## src/rtl/down_counter_nbit.sv

```systemverilog
// Parameterized binary down counter with parallel load, count enable, and wrap or one-shot terminal handling.
// q, tc and done are all registered, so no input reaches an output combinationally.
module down_counter_nbit #(
  parameter int WIDTH = 4
) (
  input  logic             clk,
  input  logic             rst,
  input  logic             en,
  input  logic             load,
  input  logic [WIDTH-1:0] load_val,
  input  logic             mode,
  output logic [WIDTH-1:0] q,
  output logic             tc,
  output logic             done,
  output logic             o_dbg_state
);

  typedef enum logic {
    ST_RUN  = 1'b0,
    ST_HALT = 1'b1
  } state_t;

  localparam logic [WIDTH-1:0] MAX = '1;
  localparam logic [WIDTH-1:0] ONE = {{(WIDTH-1){1'b0}}, 1'b1};

  state_t           r_state;
  logic [WIDTH-1:0] r_q;
  logic             r_tc;
  logic             r_done;

  // Edge priority is reset, then load, then counting; load also clears any pending terminal pulse.
  always_ff @(posedge clk or posedge rst) begin
    if (rst) begin
      r_state <= ST_RUN;
      r_q     <= '0;
      r_tc    <= 1'b0;
      r_done  <= 1'b0;
    end else if (load) begin
      r_state <= ST_RUN;
      r_q     <= load_val;
      r_tc    <= 1'b0;
      r_done  <= 1'b0;
    end else begin
      case (r_state)
        ST_RUN: begin
          r_tc <= 1'b0;
          if (en) begin
            if (r_q != '0) begin
              r_q <= r_q - ONE;
            end else if (!mode) begin
              r_q  <= MAX;
              r_tc <= 1'b1;
            end else begin
              // One-shot terminal: count stays at zero until a load or reset.
              r_tc    <= 1'b1;
              r_done  <= 1'b1;
              r_state <= ST_HALT;
            end
          end
        end
        ST_HALT: begin
          r_tc <= 1'b0;
        end
        default: begin
          r_state <= ST_RUN;
          r_tc    <= 1'b0;
        end
      endcase
    end
  end

  assign q           = r_q;
  assign tc          = r_tc;
  assign done        = r_done;
  assign o_dbg_state = r_state;

endmodule

```

## config.mk

```make
export PLATFORM = sky130hd
export DESIGN_NAME = down_counter_nbit
export DESIGN_NICKNAME = d
export VERILOG_FILES = /design/src/rtl/down_counter_nbit.sv
export SDC_FILE = /design/constraint.sdc
export NUM_CORES = 1
export LEC_CHECK = 0
export CAP_MARGIN = 20
export CORE_AREA = 2 2 39 41
export CTS_BUF_LIST = sky130_fd_sc_hd__clkbuf_4 sky130_fd_sc_hd__clkbuf_8 sky130_fd_sc_hd__clkbuf_16
export DETAILED_ROUTE_END_ITERATION = 7
export DIE_AREA = 0 0 41 43
export PLACE_DENSITY = 0.58
export REMOVE_ABC_BUFFERS = 1
export SLEW_MARGIN = 20
export SYNTH_ARGS = -nofsm -noshare
export SYNTH_HDL_FRONTEND = slang
export SYNTH_SLANG_ARGS = --single-unit
```

## constraint.sdc

```tcl
create_clock -name clk -period 1.6 [get_ports clk]
set_input_delay 0.24 -clock clk [delete_from_list [all_inputs] [get_ports clk]]
set_output_delay 0.24 -clock clk [all_outputs]
set_load 0.01 [all_outputs]
```

# Word-level counts from Yosys, hierarchy flattened
# Index checks and enable logic that the tools add are counted.
# Widths: inputs -> output; s select.
dict set report classes {
  add_sub_neg 1
  bitwise 1
  n_reduce_logical 5
  n_eq_ne 3
  muxes 19
}
# operator count
set ops {}
lappend ops {{$mux 4} 5}
lappend ops {{$mux 1} 13}
lappend ops {{$ne 2x2->1 const B} 2}
lappend ops {{$reduce_and 4->1} 1}
lappend ops {{$reduce_bool 2->1} 2}
lappend ops {{$reduce_bool 4->1} 1}
lappend ops {{$sub 4x1->4 const B} 1}
lappend ops {{$ne 3x2->1 const B} 1}
lappend ops {{$reduce_and 3->1} 1}
lappend ops {{$pmux 1 s2} 1}
lappend ops {{$not 1->1} 1}
dict set report totals {
  out_inout_bits 7
  input_bits 9
  register_bits 7
  wordCells 33
}

# Depth between registers and ports, before layout
dict set report depth {
  depth_word 5
  ltp_mapped 5
  depth_no_buf 5
}

# Worst setup path after synthesis
# OpenSTA, ideal clock, no wires.
dict set report synth_path {
  path_kind {reg2reg}
  from {register r_q[0] (netlist: q[0])}
  to {register r_q[3] (netlist: q[3])}
  slack_ps -49
  t_required_ps 1514
  setup_ps 86
  period_less_slack_ps 1649
  path_buffers 0
  arrival_time_ps 1563
  stages_incl_launch_ff 6
  path_cell_list {dfrtp_1 > inv_1 > ha_1 > and4bb_4 > or4_4 > o221ai_2}
}
dict set report synth_via {
  elab_chain_cells 5
  elab_cells_between_ends 8
  cone_classes {1 x add/sub; 1 x eq/ne; 4 x mux; 2 x reduce/logical}
}
# item line_no
set synth_lines {}
lappend synth_lines {{start: declaration} 27} ;# logic [WIDTH-1:0] r_q;
lappend synth_lines {{start signal: assignment} 40} ;# r_q <= load_val;
lappend synth_lines {{start signal: assignment} 49} ;# r_q <= r_q - ONE;
lappend synth_lines {{$sub 4x1->4 or $reduce_bool 4->1 (tied branches)} {49, 48}}
lappend synth_lines {{$mux 4} 48} ;# if (r_q != '0) begin
lappend synth_lines {{$mux 4} 47} ;# if (en) begin
lappend synth_lines {{$mux 4} 44} ;# case (r_state)
lappend synth_lines {{$mux 4} 38} ;# end else if (load) begin
# Several ways; a longest one is shown, not always the timed one. The select of a mux whose other input is x is not followed.
# A chain may end at the register's enable or synchronous reset.

# Final worst setup path
dict set report layout_path {
  from {register r_q[1] (netlist: q[1])}
  to {register r_q[3] (netlist: q[3])}
}
# The elaborated chain is that of the path after synthesis.

==> summary.md <==
| Metric | Value |
|---|---|
| CP Launch Type | flop |
| Combinational Power Share | 0.330 |
| Vias | 441 |
| First-pass GRT wire length | 1.759 mm |
| Share of the synthesized area in the top cell type | 0.4348 |
| Final WS setup | 0.07195 ns |
| Internal | 416.7 uW |
| Port buffer count | 15 |
| Setup WS pre-CTS | -0.1359 ns |
| Vias/cell | 4.900 |
| Layout Cells excl Fill | 90 |
| CP Data Arrival Time | 1.71 ns |
| Clk sinks | 7 |
| Cell family with most CP delay | simple AND/OR/NAND/NOR gates |
| Vias in the first global route | 396 |
| Filler cell count | 146 |
| Ant diodes | 0 |
| Endpoints failing setup | 0 |
| Die width | 41 um |
| Max-cap viol count | 0 |
| Critical Path Max Stage Delay | 0.50 ns |
| Final Cycle Share | 0.9550 |
| I/O Pins | 16 |
| Largest net degree at the start of global routing | 8 |
| Worst-path clk slew | 0.06 ns |
| Drt pass-1 iters | 4 |
| Relative slew margins | 0.8122 |
| FF+latch area | 175.2 um^2 |
| Critical path's slowest cell | or4_4 |
| Worst-path maximum fanout | 4 |
| DRC Markers | 0 |
| Share of cells above drive strength 1 | 0.2838 |
| Final Max Tran Viols | 0 |
| Worst path bufs/invs | 1 |
| Postcts setup bufs | 0 |
| Num rows | 14 |
| Pwr dens | 829.6 nW/um^2 |
| Initial antenna violation count | 0 |
| Synth area leaders | dfrtp_1 (43%), inv_1 (6.5%), nand2_1 (4.7%), and4bb_4 (4.0%), nor2_1 (3.7%) |
| Total power | 577.1 uW |
| Leakage | 0.0003219 uW |
| DP HPWL | 797.3 um |
| Reg power frac | 0.346 |
| Cell count after synthesis | 43 |
| CTS Root Cell | clkbuf_4 |
| Final-stage net count | 85 |
| Hold WC Path Type | in2async |
| Status | complete, no violations |
| Clock network power share | 0.324 |
| H-tree lvl count | 1 |
| Crit. End Element | flop |
| Core area | 1384 um^2 |
| Worst EP required | 1.79 ns |
| Netlist cell types | 21 |
| Total gr overflow | 0 |
| TritonCTS buffer count | 3 |
| Clock period minus worst slack | 1.528 ns |
| GPL Wtd Cong | 0.7245 |
| Fin. Hold Viols | 0 |
| Switch Pwr | 160.3 uW |
| Placed instance count | 86 |
| WS Path Type | reg2reg |
| Synth area leader | dfrtp_1 |
| Worst Max-Slew Pin Slew | 0.2813 ns |
| CTS tree | built |
| Seq/Total Area, Yosys | 0.4348 |
| Yosys reg bits | 7 |
| Sw Share | 0.2779 |
| Critical path cell sequence | inv_1, ha_2, and4bb_4, or4_4, o221ai_2 |
| Wire per inst | 11.48 um |
| Peak supply drop | 0.4580 mV |
| Total wire length | 1.033 mm |
| RSZ-0062 raised after global routing | no |
| Yosys Warn Count | 0 |
| Iter 0 DRT Violations | 9 |
| Worst skew pair latency | 0.26 ns |
| Die area | 1763 um^2 |
| Initial Util | 0.2911 |
| Syn_area_per_cell | 9.369 um^2 |
| Area added between synthesis and finish | 72.67% |
| Peak Freq | 0.6544 GHz |
| Clock buffer depth | 2 |
| Synthesized area | 402.9 um^2 |
| Worst Clk Skew | 0.009126 ns |
| DRT antenna net count | 0 |
| Layout Utilization | 0.5027 |
| Die height | 43 um |
| Area occupied by multi-input gates | 196.4 um^2 |
| Global Route Usage Sum | 0.1626 |
[cell usage in the layout (no fill, tap or decap)]
cell and count:
nor2_1 4, ha_2 1, or2b_1 1, nand2_1 5, nor4_1 1, and4bb_4 1
a31oi_1 2, dfrtp_1 7, a211o_1 1, a21oi_1 2, clkbuf_4 4, buf_4 13
or4_1 2, o311ai_1 1, clkdlybuf4s50_1 15, or4_4 1, o221ai_2 1, o211ai_1 1
inv_1 7, nor4b_1 1, nand3_1 1, o21bai_1 1, nand3b_1 1
[worst reg2reg max path, delay by kind of cell (launching register included)]
kind | cells | cell delay (ns)
and+or+nand+nor | 2 | 0.71
DFF | 1 | 0.34
adders and majority gates | 1 | 0.18
AOI/OAI and AO/OA | 1 | 0.16
buffers and inverters | 1 | 0.06
[synthesized netlist by cell type]
cell,number
nor2_1,4
a31oi_1,2
nor4_1,1
o221ai_2,1
inv_1,7
nand3b_1,1
or2b_1,1
and4bb_4,1
nand3_1,1
a21oi_1,2
ha_1,1
dfrtp_1,7
o311ai_1,1
o21bai_1,1
nor4b_1,1
o211ai_1,1
or4_4,1
buf_4,1
a211o_1,1
or4_1,2
nand2_1,5
[area by class of cell]
| type | count | area share |
|---|---|---|
| clock buffers | 4 | 0.04317 |
| inverters | 7 | 0.03777 |
| multi-input cells | 28 | 0.2824 |
| flip-flops and latches | 7 | 0.2518 |
| well taps | 16 | 0.02878 |
| repair buffers | 28 | 0.3561 |
[through the flow]
step                cell area (um^2)  hold WS [ns]   TNS, ns
CTS                            693.2        0.2283         0
floorplan                      395.4       0.04340  -0.04901
finish                         695.7        0.2104         0
global route                   695.7        0.2461         0
global placement               663.1        0.4865   -0.2725
detailed placement             663.1        0.4939   -0.3155
[power by group through the flow]
| stage | sequential, uW | combinational [uW] | clock (uW) |
|---|---|---|---|
| floorplan | 220 | 60.5 | 0 |
| global placement | 203 | 190 | 0 |
| detailed placement | 203 | 190 | 0 |
| CTS | 200 | 191 | 191 |
| global route | 202 | 210 | 204 |
| finish | 200 | 191 | 187 |
[state kept, by name, summed over array words and instances, names as in the netlist]
name / flops
tc: 1
q: 4
done: 1
o_dbg_state: 1
[what timing repair did]
action                                 CTS  global route
setup endpoints to repair                0             1
resized for setup                        0             1
hold buffers                             0             0
endpoints found under the hold margin    0             0
[per-layer routing]
metal / share of wire / vias up / routed length (um) / GRT usage
met5: 0 / - / 0 / 0
met4: 0.055 / 0 / 57 / 0.1800
met3: 0.052 / 5 / 54 / 0.04712
met2: 0.44 / 14 / 450 / 0.1938
met1: 0.46 / 205 / 471 / 0.2066
li1: - / 217 / - / -
[path summary, 6_finish.rpt]
kind / from / to / slack, ns / depth (start not counted)
worst max-delay path: q[1]$_DFFE_PP0P_ / q[3]$_DFFE_PP0P_ / 0.07 / 5
worst min-delay path: rst / tc$_DFF_PP0_ / 0.21 / 2
worst max register to register: q[1]$_DFFE_PP0P_ / q[3]$_DFFE_PP0P_ / 0.07 / 5
worst min register to register: done$_DFFE_PP0P_ / done$_DFFE_PP0P_ / 0.51 / 2
max in group asynchronous: rst / done$_DFFE_PP0P_ / 1.16 / 2
min in group clk: done$_DFFE_PP0P_ / done$_DFFE_PP0P_ / 0.51 / 2
[logic make-up (layout without fill, tap and decap cells)]
logic type      Yosys count  count (layout)  synth area share
flops                     7               7            0.4348
simple gates             18              18            0.2764
buf+inv                   8              39           0.08387
fa+ha+maj                 1               1           0.03105
compound gates            9               9            0.1739
(Power assumes the default switching activity.)
